### src/rtl/traffic_phase_sequencer.sv
// traffic_phase_sequencer: demand-actuated round-robin controller for NUM_PHASES conflicting phases.
// Define TSEQ_MAX_GREEN_EN to let live own-phase demand extend green up to MAX_GREEN.
module traffic_phase_sequencer #(
  parameter int NUM_PHASES   = 4,
  parameter int CNT_W        = 8,
  parameter int MIN_GREEN    = 5,
  parameter int MAX_GREEN    = 20,
  parameter int YELLOW_TIME  = 3,
  parameter int ALL_RED_TIME = 1,
  localparam int PH_W        = $clog2(NUM_PHASES)
) (
  input  logic                    clk,
  input  logic                    reset_n,
  input  logic [NUM_PHASES-1:0]   demand,
  input  logic                    flash,
  output logic [2*NUM_PHASES-1:0] light,
  output logic [PH_W-1:0]         phase_id,
  output logic                    green_start
);

  // state   | meaning
  // ALL_RED | clearance interval; rests here at count 0 while nothing is demanded
  // GREEN   | phase_id has right of way; may rest here while no other demand exists
  // YELLOW  | phase_id clearing before all-red
  // FLASH   | maintenance flash, all lamps flashing yellow, timers frozen

  if (NUM_PHASES < 2 || NUM_PHASES > 16 || MIN_GREEN < 1 || MAX_GREEN < MIN_GREEN ||
      YELLOW_TIME < 1 || ALL_RED_TIME < 1 || MAX_GREEN >= (1 << CNT_W) ||
      YELLOW_TIME >= (1 << CNT_W) || ALL_RED_TIME >= (1 << CNT_W)) begin : g_bad_params
    $error("traffic_phase_sequencer: illegal parameter set");
  end

  typedef enum logic [1:0] {S_ALL_RED, S_GREEN, S_YELLOW, S_FLASH} state_t;

  localparam logic [CNT_W-1:0] YELLOW_LOAD  = CNT_W'(YELLOW_TIME - 1);
  localparam logic [CNT_W-1:0] ALL_RED_LOAD = CNT_W'(ALL_RED_TIME - 1);
`ifdef TSEQ_MAX_GREEN_EN
  // Green counts down from MAX_GREEN-1, so green cycle g = MAX_GREEN - cnt until it saturates at 0.
  localparam logic [CNT_W-1:0] GREEN_LOAD   = CNT_W'(MAX_GREEN - 1);
  localparam logic [CNT_W-1:0] MIN_DONE_CNT = CNT_W'(MAX_GREEN - MIN_GREEN);
`else
  localparam logic [CNT_W-1:0] GREEN_LOAD   = CNT_W'(MIN_GREEN - 1);
`endif

  state_t                  state, state_n;
  logic [CNT_W-1:0]        cnt, cnt_n;
  logic [PH_W-1:0]         phase_n, sel_phase, cand;
  logic [NUM_PHASES-1:0]   demand_q, demand_q_n;
  logic [NUM_PHASES-1:0]   own_mask, sel_mask, block_mask;
  logic [2*NUM_PHASES-1:0] light_n;
  logic                    sel_found, other, min_done, extend, enter_green;

  assign own_mask   = NUM_PHASES'(1) << phase_id;
  assign sel_mask   = NUM_PHASES'(1) << sel_phase;
  assign block_mask = (state == S_GREEN || state == S_YELLOW) ? own_mask : '0;
  assign other      = |(demand_q & ~own_mask);

`ifdef TSEQ_MAX_GREEN_EN
  assign min_done = (cnt <= MIN_DONE_CNT);
  assign extend   = demand[phase_id] && (cnt != '0);
`else
  assign min_done = (cnt == '0);
  assign extend   = 1'b0;
`endif

  // Round-robin search starting just after the current phase; the current phase is checked last.
  always_comb begin
    sel_found = 1'b0;
    sel_phase = phase_id;
    cand      = '0;
    for (int k = 1; k <= NUM_PHASES; k++) begin
      cand = PH_W'((int'(phase_id) + k) % NUM_PHASES);
      if (!sel_found && demand_q[cand]) begin
        sel_found = 1'b1;
        sel_phase = cand;
      end
    end
  end

  always_comb begin
    state_n     = state;
    cnt_n       = cnt;
    phase_n     = phase_id;
    enter_green = 1'b0;
    if (flash) begin
      state_n = S_FLASH;
    end else begin
      unique case (state)
        S_ALL_RED: begin
          if (cnt != '0) begin
            cnt_n = cnt - 1'b1;
          end else if (sel_found) begin
            state_n     = S_GREEN;
            cnt_n       = GREEN_LOAD;
            phase_n     = sel_phase;
            enter_green = 1'b1;
          end
        end
        S_GREEN: begin
          if (min_done && other && !extend) begin
            state_n = S_YELLOW;
            cnt_n   = YELLOW_LOAD;
          end else if (cnt != '0) begin
            cnt_n = cnt - 1'b1;
          end
        end
        S_YELLOW: begin
          if (cnt == '0) begin
            state_n = S_ALL_RED;
            cnt_n   = ALL_RED_LOAD;
          end else begin
            cnt_n = cnt - 1'b1;
          end
        end
        S_FLASH: begin
          state_n = S_ALL_RED;
          cnt_n   = ALL_RED_LOAD;
        end
      endcase
    end
  end

  always_comb begin
    demand_q_n = demand_q | (demand & ~block_mask);
    if (enter_green) demand_q_n = demand_q_n & ~sel_mask;
  end

  // Lamps are decoded from the next state so the registered outputs line up with the state.
  always_comb begin
    light_n = {NUM_PHASES{2'b10}};
    if (state_n == S_FLASH) begin
      light_n = {NUM_PHASES{2'b11}};
    end else if (state_n == S_GREEN) begin
      light_n[{phase_n, 1'b0} +: 2] = 2'b00;
    end else if (state_n == S_YELLOW) begin
      light_n[{phase_n, 1'b0} +: 2] = 2'b01;
    end
  end

  always_ff @(posedge clk or negedge reset_n) begin
    if (!reset_n) begin
      state       <= S_ALL_RED;
      cnt         <= ALL_RED_LOAD;
      phase_id    <= PH_W'(NUM_PHASES - 1);
      demand_q    <= '0;
      light       <= {NUM_PHASES{2'b10}};
      green_start <= 1'b0;
    end else begin
      state       <= state_n;
      cnt         <= cnt_n;
      phase_id    <= phase_n;
      demand_q    <= demand_q_n;
      light       <= light_n;
      green_start <= enter_green;
    end
  end

endmodule

### config.mk
export PLATFORM = sky130hd
export DESIGN_NAME = traffic_phase_sequencer
export DESIGN_NICKNAME = d
export VERILOG_FILES = /design/src/rtl/traffic_phase_sequencer.sv
export SDC_FILE = /design/constraint.sdc
export NUM_CORES = 1
export LEC_CHECK = 0
export BUFFER_PORTS_ARGS = -buffer_cell sky130_fd_sc_hd__buf_2
export CORE_UTILIZATION = 40
export DETAILED_ROUTE_END_ITERATION = 8
export PLACE_DENSITY_LB_ADDON = 0.1
export SLEW_MARGIN = 20
export SYNTH_ARGS = -nofsm -noshare
export SYNTH_HDL_FRONTEND = slang
export SYNTH_SLANG_ARGS = --single-unit
### constraint.sdc
create_clock -name clk -period 9.9 [get_ports clk]
set_clock_uncertainty 0.15 [all_clocks]
set_input_delay 2.475 -clock clk [delete_from_list [all_inputs] [get_ports clk]]
set_output_delay 2.475 -clock clk [all_outputs]
set_load 0.02 [all_outputs]
# Word level (Yosys, flattened, before mapping)
# Index checks and enable logic that the tools add are counted.
[classes]
addsub = 6
mul = 0
n_div = 0
order_cmp = 4
n_eq_ne = 8
shifts = 5
muxes = 41
n_bitwise = 13
n_reduce_logical = 13
[op_table]
columns = ["op", "n"]
rows = [
  ["8-bit two-way mux", 8],
  ["8-bit case mux with 4 select lines", 1],
  ["2-bit two-way mux", 13],
  ["4-bit bitwise AND", 5],
  ["4-bit inverter", 4],
  ["2-bit by 5-bit indexed part select with 8-bit output (first input constant)", 2],
  ["2-bit by 3-bit < comparator with 1-bit output (second input constant)", 4],
  ["1-bit two-way mux", 12],
  ["4-bit OR", 3],
  ["1-bit binary-select mux with 2-bit select", 4],
  ["2-bit equality test (second input constant)", 4],
  ["8-bit logical NOT", 1],
  ["4-bit two-way mux", 2],
  ["2-bit case mux with 4 select lines", 1],
  ["8-bit nonzero test", 1],
  ["2-bit by 5-bit variable shift with 8-bit output (first input constant)", 1],
  ["1-bit by 2-bit left shift with 4-bit output (first input constant)", 2],
  ["8-bit by 1-bit subtractor with 8-bit output (second input constant)", 1],
  ["3-bit negator with 5-bit output", 1],
  ["2-bit by 1-bit adder with 2-bit output (second input constant)", 2],
  ["2-bit adder (second input constant)", 2],
  ["2-bit by 1-bit equality test with 1-bit output (second input constant)", 2],
  ["1-bit logical AND", 4],
  ["4-bit OR reduction", 1],
  ["7 further kinds", 9],
]
[totals]
ff_bits = 25
latchBits = 0
ram_bits = 0
romBits = 0
input_bits = 7
output_inout_bits = 11
word_cells = 96
mem_count = 0

# Depth between registers and ports, before layout
# Gate-level depths: netlist of the first run.
[logic_depth]
word_depth = 24
depth_mapped = 10
depth_no_buf = 9

# Worst setup path before layout of the first run
# No wires, ideal clock.
[synth_path]
path_kind = "input -> register"
from = "in flash"
to = "reg light[1]"
arrival_time_ns = 3.866
slack_ns = 5.790
path_stages = 5
path_buffers = 0
path_cell_list = "nand2b_1 > nor3_1 > o21ai_0 > xnor2_1 > or4b_1"
[synth_via]
elab_chain_cells = 8
[synth_lines]
columns = ["item", "line_no", "text"]
rows = [
  ["start: declaration", "15", "input logic flash,"],
  ["2-bit two-way mux (*)", "85", "if (flash) begin"],
  ["net phase_n[0]", "47", "logic [PH_W-1:0] phase_n, sel_phase, cand;"],
  ["3-bit negator with 5-bit output (*)", "134, 136", ""],
  ["2-bit by 5-bit variable shift with 8-bit output", "134, 136", ""],
  ["4-bit inverter (no line)", "-", ""],
  ["4-bit OR (no line)", "-", ""],
  ["8-bit two-way mux", "135", "end else if (state_n == S_YELLOW) begin"],
  ["8-bit two-way mux (*)", "133", "end else if (state_n == S_GREEN) begin"],
  ["8-bit two-way mux (*)", "131", "if (state_n == S_FLASH) begin"],
  ["net light_n[1]", "50", "logic [2*NUM_PHASES-1:0] light_n;"],
  ["end signal: assignment", "146", "light <= {NUM_PHASES{2'b10}};"],
  ["end signal: assignment", "153", "light <= light_n;"],
  ["end: declaration", "16", "output logic [2*NUM_PHASES-1:0] light,"],
]
# Mark *: on every way through the listed nets, which the timed path passes. The rest lies on a longest branch.
# A chain may end at the register's enable or synchronous reset.

# Worst setup path in the final report of the first run
[layout_path]
from = "in flash"
to = "reg light[0]"
[layout_via]
elab_chain_cells = 7
[layout_lines]
columns = ["item", "line_no"]
rows = [
  ["2-bit two-way mux (*)", "85"],
  ["net phase_n[0]", "47"],
  ["3-bit negator with 5-bit output (*)", "134, 136"],
  ["2-bit by 5-bit indexed part select with 8-bit output or 2-bit by 5-bit variable shift with 8-bit output (tied branches)", "136, 134"],
  ["4-bit bitwise AND (no line)", "-"],
  ["8-bit two-way mux", "135"],
  ["8-bit two-way mux (*)", "133"],
  ["8-bit two-way mux (*)", "131"],
  ["net light_n[0]", "50"],
]
# Marks and branches as above.

==> metrics.txt, run 1 <==
Slew Viols, Final 0; Final Critical Period around 4300 ps; # diodes 0; layout cell share with drive strength beyond 1 0.251; Die Span X 66.8 um; synthesized instance count around 170; clk_lat worst skew 260 ps; reg-to-reg slack, setup 6390 ps; unrepaired setup endpoints after global routing no; Nets 201; Post-CTS Hold Buffers 0; WL met2 around 1800 um; Final Cycle Share 0.435; Worst Tran Pin Value 583 ps; worst setup path category primary input to register; DR WL met3 ~60 um; Pre-antenna DRT Iters 4; post-synthesis sequential area ratio 0.377; Antenna Nets Post-Route 0; flops & latches, synth 25; Core Area roughly 4000 um2; vias between 1000 and 1500; Synth Cell Area 1680 um2; die area about 4500 um2; ys async rst share 1.00; Root Driver clkbuf_8; detailed placement HPWL between 2000 and 3000 um; I/O pins 18; Post-synth EDFFs 0; warnings from Yosys 0; PD cells slightly above 300 nW/um2; placed cell areas ~1800 um2; CTS buffer count 3; M1 WL ~1700 um; crit path cell chain buf_2 > nand2b_1 > nor3_1 > o21ai_0 > xnor2_1 > nand2_1 > a31o_2; final setup fails 0; WP data arrival 4310 ps; Final Util 0.461; DR vias/cell roughly 5.7; CTS sink cnt 25; DR top layer met4; HP Class register to register; final instance area around 1800 um2; clock-pin slew reported for the worst setup and hold paths after clock tree synthesis 90 ps; syn_nets roughly 180; outcome finished, final reports clean; WP data required between 9000 and 10000 ps; startpoint type of the worst setup path primary input; I/O Buffers 17; crit end category register; grt total ovfl 0; worst vdd ir between 0.00015 and 0.0002 V; Post-Place Worst Slack around 5200 ps; Remaining DRCs 0; Primary FF master, synth dfrtp_1; Initial Utilization 0.419; Area Overhead vs Synth 9.84%; max cap viols 0; synthesized area per cell about 10 um2; initial antenna violation count 0; Fmax between 0.2 and 0.25 GHz; total track usage 0.180; Synth cell types 50; Total Wirelength around 3600 um; first-pass GRT wire length roughly 6000 um; routed wire length per instance approximately 15 um; # rows 23; worst-path fanout max 11; Max stage delay on crit path approximately 500 ps; vias in the first global route 1252; Final GP Congestion approximately 0.8; Pleak between 0.7 and 0.8 nW; CTS Buffer Depth 2; final setup margin between 5000 and 6000 ps; TritonCTS clock tree built; Die Y between 60 and 70 um; Post CTS Setup Buffer Count 0; CP max stage cell xnor2_1; number of gates resized after CTS 0; largest net degree at the start of global routing 26; relative slew slack 0.611; setup TNS 0 ps; H-Tree Depth 1; DR iter-0 viols 23; Final Hold Viols 0
power by group:
part	total [W]	internal [W]	leakage, nW	switching (W)
clock network	0.0000595	0.0000287	0.0228	0.0000308
registers	0.000182	0.000142	0.284	0.0000403
logic	0.000327	0.000135	0.417	0.000192
routing by layer:
metal  vias up  global-route usage
li1        656                   -
met1       655               0.226
met2        10               0.308
met3         4              0.0342
met4         0              0.0559
met5         -                   0
cell usage after synthesis, drive strengths merged, types with 2 or more instances:
cell type	number	area share
o21bai	2	0.0089
nor2	8	0.018
a22o	4	0.021
dfstp	6	0.094
nand4b	3	0.016
inv	10	0.022
mux4	4	0.054
a22oi	2	0.0089
o211ai	2	0.012
or4	2	0.011
ha	10	0.075
a21oi	8	0.024
or4b	2	0.012
dfrtp	19	0.28
or2	2	0.0090
a31o	2	0.010
a21boi	2	0.0089
nor3	7	0.028
nor4	3	0.020
o22a	3	0.016
nand2	8	0.018
nor2b	5	0.019
or3b	2	0.010
a31oi	5	0.019
o21ai	21	0.065
xnor2	2	0.010
nand2b	4	0.015
o21a	2	0.0089
buf	2	0.0097
clkbuf	3	0.0067
final timing paths:
kind | start | end | depth (start not counted)
worst max-delay path | flash | light[0]$_DFF_PN0_ | 7
worst min-delay path | cnt[7]$_DFFE_PN0P_ | cnt[7]$_DFFE_PN0P_ | 1
max in group asynchronous | reset_n | phase_id[0]$_DFF_PN1_ | 1
min in group asynchronous | reset_n | cnt[6]$_DFFE_PN0P_ | 1
worst min register to register | cnt[7]$_DFFE_PN0P_ | cnt[7]$_DFFE_PN0P_ | 1
worst max register to register | phase_id[0]$_DFF_PN1_ | light[1]$_DFF_PN1_ | 8
worst max-delay path: cells and delay by family:
kind | cells | cell delay [ps]
AND/OR/NAND/NOR | 3 | 680
XOR/XNOR | 1 | 500
AO/OA/AOI/OAI | 2 | 480
buffers and inverters | 1 | 160
metrics by stage:
stage                     power, W  instances  hold slack (ps)
after floorplan           0.000439        167              338
after global placement    0.000503        229              374
after detailed placement  0.000511        229              370
after CTS                 0.000573        233              393
after global routing      0.000618        233              416
final                     0.000569        233              391
layout by cell type (no fill, tap or decap), drive strengths merged, types with 3 or more instances in the layout:
master / instances
nand2b: 4
nor4: 3
ha: 10
a31oi: 5
clkbuf: 4
mux4: 4
o21ai: 21
inv: 10
o22a: 3
a22o: 4
nor3: 7
a21oi: 8
nand4b: 3
nor2b: 5
nand2: 8
nor2: 8
dfrtp: 19
dfstp: 6
buf: 17
area by class of cell:
cell class	instances	area, um2
inverters	10	37.5
fillers	392	2160
well taps	50	62.6
flip-flops and latches	25	633
multi-input cells	127	980
clock buffers	4	45.0
repair buffers	17	85.1
cells by family (layout without fill, tap and decap cells):
| kind of cell | count (synthesis) | in the layout | share of synthesized area |
|---|---|---|---|
| AOI/OAI and AO/OA | 59 | 59 | 0.241 |
| xor gates and xnor gates | 2 | 2 | 0.0104 |
| adders and majority gates | 10 | 10 | 0.0746 |
| buffers and inverters | 15 | 31 | 0.0388 |
| DFF | 25 | 25 | 0.377 |
| muxes | 6 | 6 | 0.0664 |
| and+or+nand+nor | 50 | 50 | 0.192 |
registers in the layout, indices dropped and copies added, names as in the netlist:
signal,count
cnt,8
light,8
green_start,1
state,2
demand_q,4
phase_id,2
Power figures use the tool's default switching activity.
==> run 2: changes to the inputs <==
ABC_AREA = 1   (was unset)
clock period = 3.8 ns   (was 9.9 ns; I/O delays follow)
==> metrics.txt, run 2 <==
number of gates resized after CTS 0; Pre-antenna DRT Iters 4; die area 4780 um2; Worst Tran Pin Value 758 ps; FF+latch area around 630 um2; Post-Place Cells roughly 320; Die Y 69.1 um; initial antenna violation count 0; most common cell in the netlist nand2_1; worst setup path category register to register; Nets between 200 and 300; I/O Buffers 17; Final GP Congestion roughly 0.94; unrepaired setup endpoints after global routing no; CTS sink cnt 25; Post-synth EDFFs 0; # diodes 0; area occupied by multi-input gates between 900 and 1000 um2; Final Util 0.455; Final Critical Period 2960 ps; routed wire length per instance 12.4 um; outcome finished, final reports clean; family with the most delay on the worst path flip-flops; layout cell share with drive strength beyond 1 0.161; CTS buffer count 3; Final Hold Viols 0; H-Tree Depth 1; first-pass GRT wire length about 6900 um; max cap viols 0; commonest cells after routing, fill and taps aside 77 x nand2_1, 35 x inv_1, 30 x nand3_1; Remaining DRCs 0; vias in the first global route roughly 1500; Final Cycle Share 0.779; ys async rst share 1.00; placed cell areas approximately 1900 um2; top cell type's share of synthesized area 0.264; worst vdd ir 0.000322 V; Post CTS Setup Buffer Count 0; CP max stage cell dfstp_2; top flop regs cnt (8), light (8), demand_q (4); relative slew slack 0.495; startpoint type of the worst setup path register; worst path buffer plus inverter count 4; I/O pins 18; TritonCTS clock tree built; WP data required around 3800 ps; largest net degree at the start of global routing 26; top cells by area, synth dfrtp_1 26%, nand2_1 16%, dfstp_2 8.8%; synthesized area per cell 7.04 um2; Core Area 4350 um2; HP Class register to register; total track usage 0.180; final setup fails 0; syn_nets approximately 270; post-synthesis sequential area ratio 0.351; Post-CTS Hold Buffers 0; Area Overhead vs Synth 9.86%; WP data arrival just under 3000 ps; Pleak approximately 1.1 nW; Max stage delay on crit path roughly 690 ps; Initial Utilization 0.414; warnings from Yosys 0; crit path cell chain inv_4 > ha_1 > inv_1 > nand2_1 > nand2_1 > inv_2 > nand4_2 > nor2_1 > a21oi_1 > inv_1 > nand2_1 > o21ai_0; Antenna Nets Post-Route 0; crit end category register; Die Span X 69.1 um; vias about 1600; DR iter-0 viols a little over 80; CTS Buffer Depth 2; Fmax 0.338 GHz; area leader, netlist dfrtp_1; Synth Cell Area approximately 1800 um2; clock-pin slew reported for the worst setup and hold paths after clock tree synthesis around 90 ps; Synth cell types 26; setup TNS 0 ps; Primary FF master, synth dfrtp_1; Most common cell on crit path nand2_1; flops & latches, synth 25; final instance area ~2000 um2; worst-path fanout max 12; reg-to-reg slack, setup ~840 ps; Total Wirelength 4040 um; clk_lat worst skew between 200 and 300 ps; Slew Viols, Final 0; synthesized instance count roughly 260; grt total ovfl 0; most common cell after layout, fill and taps aside nand2_1; DR vias/cell between 4 and 5; PD cells between 800 and 900 nW/um2; post-route insts no fill about 330; Root Driver clkbuf_8; Fillers 448; Synth top cells by count 77 x nand2_1, 35 x inv_1, 30 x nand3_1, 19 x dfrtp_1, 15 x a21oi_1; detailed placement HPWL 3040 um; # rows 24; Hold Slack a little over 400 ps
## run 2: cell count changes in the layout (fill, tap and decap cells not counted), moves of 5 or more
cell | before | now
inv_1 | 9 | 35
o21ai_0 | 20 | 14
nor3_1 | 6 | 0
a31oi_1 | 5 | 0
nor2b_1 | 5 | 0
a21oi_1 | 8 | 15
nand4_1 | 0 | 5
nor2_1 | 8 | 13
nand3_1 | 0 | 30
xor2_1 | 0 | 6
nand2_1 | 8 | 77
## run 2: worst paths after layout
path                                            start                 end  cells past startpoint
worst max-delay path            phase_id[0]$_DFF_PN1_  cnt[2]$_DFFE_PN0P_                     12
worst min-delay path               cnt[7]$_DFFE_PN0P_  cnt[7]$_DFFE_PN0P_                      2
worst max register to register  phase_id[0]$_DFF_PN1_  cnt[2]$_DFFE_PN0P_                     12
worst min register to register     cnt[7]$_DFFE_PN0P_  cnt[7]$_DFFE_PN0P_                      2
max in group asynchronous                     reset_n  light[2]$_DFF_PN0_                      1
min in group asynchronous                     reset_n  cnt[4]$_DFFE_PN0P_                      1
## run 2: logic make-up (layout without fill, tap and decap cells)
| kind of cell | count (synthesis) | count (layout) | share of synthesized area |
|---|---|---|---|
| buffers and inverters | 44 | 61 | 0.0979 |
| flip-flops | 25 | 25 | 0.351 |
| adder cells (fa/ha/maj) | 10 | 10 | 0.0694 |
| XOR/XNOR | 6 | 6 | 0.0292 |
| AO/OA/AOI/OAI | 36 | 36 | 0.107 |
| AND/OR/NAND/NOR | 135 | 135 | 0.345 |
## run 2: final cells by class
class                      count  share of cell area
inverter                      40              0.0784
multi-input combinational    187               0.501
clock inverter                 1             0.00379
timing repair buffer          17              0.0430
clock buffer                   3              0.0209
tap                           52              0.0329
sequential                    25               0.320
## run 2: layer usage
layer,part of all wire,vias up,wire [um],track usage
li1,-,850,-,-
met1,0.49,718,2000,0.249
met2,0.46,28,1860,0.289
met3,0.031,5,124,0.0263
met4,0.014,0,57,0.0567
met5,0,-,0,0
## run 2: power breakdown
part / internal [W] / switching, W / total, W
logic: 0.000354 / 0.000781 / 0.00114
registers: 0.000370 / 0.0000729 / 0.000443
clock network: 0.0000745 / 0.0000909 / 0.000165
total: 0.000798 / 0.000945 / 0.00174
## run 2: metrics by stage
step	total power [W]	setup slack (ps)
after floorplan	0.00132	1440
after global placement	0.00158	940
after detailed placement	0.00157	906
after CTS	0.00175	881
after global routing	0.00194	538
final	0.00174	839
## run 2: worst min-delay path: cells and delay by family (launching register included)
| family | cells | cell delay (ps) |
|---|---|---|
| AND/OR/NAND/NOR | 2 | 130 |
| flip-flops | 1 | 400 |
